--- src/rtl/bbox_halt_stage.sv ---
// Bounding-box stage: R10 triangle -> R11 min/max -> R12 grid snap (+optional clip) -> R13 output.
// Optional screen clipping/culling is compiled in with `define BBOX_SCREEN_CLIP_EN.
module bbox_halt_stage #(
  parameter int SIGFIG = 24,
  parameter int RADIX  = 10,
  parameter int VERTS  = 3,
  parameter int AXIS   = 3,
  parameter int COLORS = 3
) (
  input  logic                                      clk,
  input  logic                                      rst,
  input  logic [VERTS-1:0][AXIS-1:0][SIGFIG-1:0]    tri_R10S,
  input  logic [COLORS-1:0][SIGFIG-1:0]             color_R10U,
  input  logic                                      validTri_R10H,
  input  logic [3:0]                                subSample_RnnnnU,
  input  logic [1:0][SIGFIG-1:0]                    screen_RnnnnS,
  input  logic                                      halt_RnnnnL,
  output logic [VERTS-1:0][AXIS-1:0][SIGFIG-1:0]    tri_R13S,
  output logic [COLORS-1:0][SIGFIG-1:0]             color_R13U,
  output logic [1:0][1:0][SIGFIG-1:0]               box_R13S,
  output logic                                      validTri_R13H
);

  typedef logic [VERTS-1:0][AXIS-1:0][SIGFIG-1:0] tri_t;
  typedef logic [COLORS-1:0][SIGFIG-1:0]          color_t;
  typedef logic [1:0][1:0][SIGFIG-1:0]            box_t;

  tri_t   tri_r11, tri_r12;
  color_t color_r11, color_r12;
  box_t   box_r11, box_r12;
  logic   valid_r11, valid_r12;
  logic   cull_r12;

  box_t              box_mm;
  box_t              box_snap;
  logic              cull_snap;
  logic [SIGFIG-1:0] delta;
  logic [SIGFIG-1:0] mask;

  // Signed per-axis min/max over all vertices, x and y only.
  always_comb begin
    box_mm = '0;
    for (int unsigned a = 0; a < 2; a++) begin
      box_mm[0][a] = tri_R10S[0][a];
      box_mm[1][a] = tri_R10S[0][a];
      for (int unsigned v = 1; v < VERTS; v++) begin
        if ($signed(tri_R10S[v][a]) < $signed(box_mm[0][a]))
          box_mm[0][a] = tri_R10S[v][a];
        if ($signed(tri_R10S[v][a]) > $signed(box_mm[1][a]))
          box_mm[1][a] = tri_R10S[v][a];
      end
    end
  end

`ifdef BBOX_SCREEN_CLIP_EN
  logic [SIGFIG-1:0] lim;
`else
  logic unused_screen;
  assign unused_screen = ^screen_RnnnnS;
`endif

  // Masking floors toward -inf in two's complement, so negatives snap down.
  always_comb begin
    delta     = {{(SIGFIG-4){1'b0}}, subSample_RnnnnU} << (RADIX-3);
    mask      = ~(delta - SIGFIG'(1));
    box_snap  = '0;
    cull_snap = 1'b0;
`ifdef BBOX_SCREEN_CLIP_EN
    lim       = '0;
`endif
    for (int unsigned a = 0; a < 2; a++) begin
      box_snap[0][a] = box_r11[0][a] & mask;
      box_snap[1][a] = box_r11[1][a] & mask;
`ifdef BBOX_SCREEN_CLIP_EN
      lim = screen_RnnnnS[a] - delta;
      if ($signed(box_snap[0][a]) < 0)
        box_snap[0][a] = '0;
      if ($signed(box_snap[1][a]) > $signed(lim))
        box_snap[1][a] = lim;
      if ($signed(box_snap[1][a]) < $signed(box_snap[0][a]))
        cull_snap = 1'b1;
`endif
    end
  end

  // One shared enable: low halt freezes every stage, valids included.
  always_ff @(posedge clk) begin
    if (rst) begin
      tri_r11       <= '0;
      color_r11     <= '0;
      box_r11       <= '0;
      valid_r11     <= 1'b0;
      tri_r12       <= '0;
      color_r12     <= '0;
      box_r12       <= '0;
      valid_r12     <= 1'b0;
      cull_r12      <= 1'b0;
      tri_R13S      <= '0;
      color_R13U    <= '0;
      box_R13S      <= '0;
      validTri_R13H <= 1'b0;
    end else if (halt_RnnnnL) begin
      tri_r11       <= tri_R10S;
      color_r11     <= color_R10U;
      box_r11       <= box_mm;
      valid_r11     <= validTri_R10H;
      tri_r12       <= tri_r11;
      color_r12     <= color_r11;
      box_r12       <= box_snap;
      valid_r12     <= valid_r11;
      cull_r12      <= cull_snap;
      tri_R13S      <= tri_r12;
      color_R13U    <= color_r12;
      box_R13S      <= box_r12;
      validTri_R13H <= valid_r12 & ~cull_r12;
    end
  end

endmodule
--- config.mk ---
export PLATFORM = sky130hd
export DESIGN_NAME = bbox_halt_stage
export DESIGN_NICKNAME = d
export VERILOG_FILES = /design/src/rtl/bbox_halt_stage.sv
export SDC_FILE = /design/constraint.sdc
export NUM_CORES = 2
export LEC_CHECK = 0
export ABC_AREA = 1
export BUFFER_PORTS_ARGS = -buffer_cell sky130_fd_sc_hd__buf_2
export CAP_MARGIN = 20
export CORE_MARGIN = 3
export CORE_UTILIZATION = 45
export DETAILED_ROUTE_END_ITERATION = 16
export PLACE_DENSITY = 0.69
export SLEW_MARGIN = 40
export SYNTH_ARGS = -nofsm -noshare
export SYNTH_HDL_FRONTEND = slang
export SYNTH_SLANG_ARGS = --single-unit
--- constraint.sdc ---
create_clock -name clk -period 3.8 [get_ports clk]
set_input_delay 0 -clock clk [delete_from_list [all_inputs] [get_ports clk]]
set_output_delay 0 -clock clk [all_outputs]
set_load 0.005 [all_outputs]
# Word-level counts from Yosys, hierarchy flattened
# Index checks and enable logic that the tools add are counted.
[totals] ff_bits=1155 output_inout_bits=385 wordCells=73
[classes] n_addsub=1 order_cmp=8 mux=8 bitwise_logic=5
[op_table] cell="$mux W24" n=8
[op_table] cell="$and A24 B24 Y24" n=4
[op_table] cell="$gt A24 B24 Y1" n=4
[op_table] cell="$lt A24 B24 Y1" n=4
[op_table] cell="$not A24 Y24" n=1
[op_table] cell="$sub A11 B1 Y12 const B" n=1

# Depth between registers and ports, before layout
[logic_depth] depth_word=4 ltp_mapped=31 ltp_nobuf=28

# Worst setup path before layout
# No wires, ideal clock.
[synth_timing] path_type="input port to flip-flop" start="in tri_R10S[23] in the netlist's numbering" end="reg box_r11[68] in the netlist's numbering" setup_ns=0.132 t_arrival_ns=3.579 required_time_ns=3.668 setup_slack_ns=0.089 stages=25 n_path_buf=3 path_cell_list="inv_1 ha_1 a21oi_1 o21ai_1 nor2_1 nand3_2 nand2_1 nand2_1 o31ai_1 clkbuf_1 clkbuf_1 o21ai_0 ha_1 nand2_1 inv_1 a221oi_1 o211ai_1 nand3_1 o2111ai_1 xnor2_1 nand2_1 clkbuf_1 nand2_1 o211ai_1 a21oi_1"
[synth_between] elab_chain_len=4
[synth_rtl] item="start: declaration" line_no="12" rtl="input logic [VERTS-1:0][AXIS-1:0][SIGFIG-1:0] tri_R10S,"
[synth_rtl] item="$gt A24 B24 Y1" line_no="49" rtl="if ($signed(tri_R10S[v][a]) > $signed(box_mm[1][a]))"
[synth_rtl] item="$mux W24 *" line_no="49"
[synth_rtl] item="$gt A24 B24 Y1" line_no="49"
[synth_rtl] item="$mux W24 *" line_no="49"
[synth_rtl] item="end signal: assignment" line_no="105" rtl="box_r11 <= box_mm;"
[synth_rtl] item="end: declaration" line_no="30" rtl="box_t box_r11, box_r12;"
# Every way passes the cells marked *; elsewhere a longest branch is shown, timed or not.
# A chain may end at the register's enable or synchronous reset.

# Final worst setup path
[layout_timing] start="in tri_R10S[12] in the netlist's numbering" end="reg box_r11[58] in the netlist's numbering"
# Same word-level chain as after synthesis.

==> results by stage <==
Outcome:
- The run finished with clean final reports.

Drt:
- The first-pass iteration count of the detailed router is 5.
- The average wire per standard cell is 17.2 um.
- The via total after detailed routing is 39600.
- Wires add up to 133 mm.
- The count of nets left with antenna violations once routing finished came out at 0.
- The number of remaining DRC errors is 0.
- The number of design-rule violations left by the first detailed-router iteration is 3662.
- Using the TritonRoute via totals, the vias-per-cell ratio works out to 5.10.

Synth:
- The count of state elements after synthesis is 1071.
- After synthesis, the netlist uses 39 different library cells.
- Counting flops with a built-in enable in the synthesized netlist gives 0.
- By area, the combinational part of the netlist is dominated by simple AND/OR/NAND/NOR gates.
- The cell area that synthesis handed to floorplanning was 41800 sq um.
- Among all flip-flop cells after synthesis, the most frequent one is sky130_fd_sc_hd__dfxtp_1.
- The synthesized instance count is 5483.
- Summed over all instances, the cell type with the most area after synthesis is sky130_fd_sc_hd__dfxtp_1.
- The synthesized netlist devotes 17.7% of its cell area to compound gates.
- In the synthesized netlist the async set-or-reset flop fraction comes to 0%.
- The proportion of synthesized area in mux cells is 0%.
- The synthesized area per cell is 7.62 sq um.
- The fraction of the mapped netlist area in adder cells is 4.28%.
- The warning count from the yosys run is 0.
- The simple-gate share of the synthesized area is 21.3%.
- The synthesized netlist devotes 0.0839% of its cell area to XOR and XNOR gates.
- Ranked by total cell area, the synthesized netlist is headed by sky130_fd_sc_hd__dfxtp_1 51%, sky130_fd_sc_hd__nor2_1 16%, sky130_fd_sc_hd__o21ai_0 13%, sky130_fd_sc_hd__ha_1 4.3%, sky130_fd_sc_hd__a21oi_1 3.6%.
- The proportion of netlist area held by the largest area contributor is 51.3%.
- The share of the yosys chip area belonging to registers is 51.3%.

Clocking:
- CTS built an H-tree with a depth of 3.
- The clock passes through at most 3 buffers.
- TritonCTS built the clock tree.
- The tree is rooted in a sky130_fd_sc_hd__clkbuf_16.
- The CTS buffer count is 108.
- The later pin in the worst-skew pair is clocked with a latency of 0.69 ns.
- The sink count of the clock tree is 1071.
- Clock-pin slew was measured on the worst setup and hold paths at 0.07 ns.

Layout:
- The layout cell share with drive strength beyond 1 is 18.6%.
- The area growth from synthesis to layout is 32.0%.
- The area of all placed cells without fillers is 55100 sq um.
- The layout net count is 6918.
- The count of fill cells added during filler insertion is 8081.
- The library cells used most frequently in the layout, excluding fill and tap cells, are 1751 x sky130_fd_sc_hd__nor2_1, 1071 x sky130_fd_sc_hd__dfxtp_1, 1044 x sky130_fd_sc_hd__o21ai_0.
- The most common library cell in the layout ignoring fill and taps is sky130_fd_sc_hd__nor2_1.

STA:
- At the pin with the least slew margin, the transition time is 0.767 ns.
- The maximum clock frequency is 265 MHz.
- In this run the tightest slew margin relative to its limit is 48.9%.
- For the final database, setup skew stands at 0.0267 ns.
- The minimum clock period is 3.78 ns.
- Setup violations remaining at the end of the flow were counted as 0.
- The hold violation total from the final report is 0.
- Setup repair after global routing could not meet its margin everywhere.
- The max-slew violation total from the final report came to 0.
- The smallest hold slack is 0.0483 ns.
- The worst path uses 99.4% of the clock period.

Worst setup path:
- The critical path is of the input port to register type.
- The longest individual stage delay on the worst path is 0.56 ns.
- The critical path capture point type is a register.
- The type of element launching the critical path is an input port.
- The largest fanout on the critical path is 17.
- The worst endpoint data arrival time is 4.31 ns.
- The standard cell with the maximum stage delay on the critical path is sky130_fd_sc_hd__dlygate4sd3_1.
- The dominant delay contributor by cell family on the critical path is simple AND/OR/NAND/NOR gates.
- The required time reported for the critical path endpoint is 4.33 ns.
- The number of buffer and inverter instances along the worst setup path is 5.

Power:
- In this run the power density over the cells is 516 nW/um^2.
- The static leakage power is 25.2 nW.
- Across the VDD grid, the largest voltage drop is 0.402 mV.

Floorplanning:
- After floorplanning, the core was divided into 111 placement rows.
- The total die area is 96500 sq um.
- The total area inside the core boundary comes to 91800 sq um.
- The x dimension of the die is 311 um.
- The initial standard-cell utilization of the core is 45.5%.
- The I/O pin count is 729.
- The height of the chip is 311 um.

GRT:
- The initial antenna violation count came to 11.
- The via count of the first global-routing pass is 37400.
- The first global-routing pass estimated 206 mm of wire.
- The total routing usage reported by global routing is 26.0%.
- Summed over all layers, the global routing overflow is 0.
- The pin count of the biggest net entering global routing is 246.

Job:
- The number of max-cap violations is 0.

Placement:
- At the end of routability-driven placement, the weighted congestion stood at 0.910.
- Once detailed placement completed, the half-perimeter wirelength came to 87.0 mm.
- The cell area reported after detailed placement is 47200 sq um.
- Buffers placed on the I/O ports in this run total 652.

Worst hold path:
- The worst hold path belongs to the class input port to register.
-- kinds of logic after synthesis --
group / count (synthesis)
adders and majority gates: 143
xor gates and xnor gates: 4
other: 1
AOI/OAI and AO/OA: 1441
DFF: 1071
buffers and inverters: 552
and+or+nand+nor: 2271
-- what timing repair did --
action | 4_1_cts | 5_1_grt
buffers inserted | 0 | 21
endpoints found under the hold margin | 487 | 8
hold buffers | 318 | 8
endpoints found under the setup margin | 0 | 68
gates resized for setup | 0 | 144
-- registers in the layout (all words and copies together) (netlist names), 72 cells and up --
| name | flops |
|---|---|
| color_R13U | 72 |
| tri_r11 | 216 |
| color_r12 | 72 |
| tri_r12 | 216 |
| color_r11 | 72 |
| tri_R13S | 216 |
-- path summary, 6_finish.rpt --
kind	from	end	slack, ns	depth (start not counted)
max	tri_R10S[12]	box_r11[58]$_SDFFE_PP0P_	0.02	27
min	tri_R10S[72]	tri_r11[72]$_SDFFE_PP0P_	0.05	5
max reg2reg	box_r11[7]$_SDFFE_PP0P_	box_r12[7]$_SDFFE_PP0P_	2.58	3
min reg2reg	tri_r12[144]$_SDFFE_PP0P_	tri_R13S[144]$_SDFFE_PP0P_	0.46	2
-- where the power goes --
part | total [mW] | leakage, nW | internal, mW | switching (mW)
Sequential | 12.5 | 8.87 | 12.1 | 0.440
Clock | 11.1 | 1.84 | 6.63 | 4.48
Combinational | 4.83 | 14.5 | 2.15 | 2.68
-- cell type report --
cell class	instances	area [sq um]	area share (%)
antenna	8	20.0	0.0363
clock buffer	170	3300	5.99
clock inverter	30	440	0.799
inverter	131	517	0.937
multi-input combinational	3888	18700	34.0
sequential	1071	21400	38.9
tap	1243	1560	2.82
timing repair buffer	1231	9140	16.6
-- synth_stat cells (all sizes together), types with 6 or more instances --
| cell | count |
|---|---|
| o21a | 6 |
| ha | 143 |
| nand4 | 11 |
| o211ai | 36 |
| nor2 | 1760 |
| nand2 | 364 |
| a211oi | 6 |
| a21oi | 299 |
| inv | 129 |
| dfxtp | 1071 |
| clkbuf | 375 |
| nand3 | 129 |
| buf | 46 |
| o21ai | 1083 |
-- metrics by stage --
step                      instances  total power [mW]  utilization [%]  TNS, ns  setup WS, ns
after floorplan                5510              15.0                -        0        0.0886
after global placement         7226              16.8             51.4    -6.11        -0.262
after detailed placement       7228              16.9             51.4    -8.36        -0.273
after CTS                      7746              28.2             59.0        0       0.00678
after global routing           7766              29.7             60.0    -5.44        -0.226
final                          7772              28.4             60.0        0        0.0211
-- routing by layer --
metal	vias to the layer above	track usage, %	routed length (um)	part of all wire (%)
met2	1114	41.5	60400	45
met3	243	5.53	8470	6.4
met5	-	0	55	0.041
met1	18400	34.8	59600	45
met4	10	9.62	4780	3.6
li1	19800	-	-	-
-- worst reg2reg max path: stages (launching register included) --
cell	delay, ns
sky130_fd_sc_hd__dfxtp_1	0.33
sky130_fd_sc_hd__a21oi_1	0.14
sky130_fd_sc_hd__nor2_1	0.07
sky130_fd_sc_hd__dlygate4sd3_1	0.56
No activity file was read; power rests on OpenSTA's default activity.
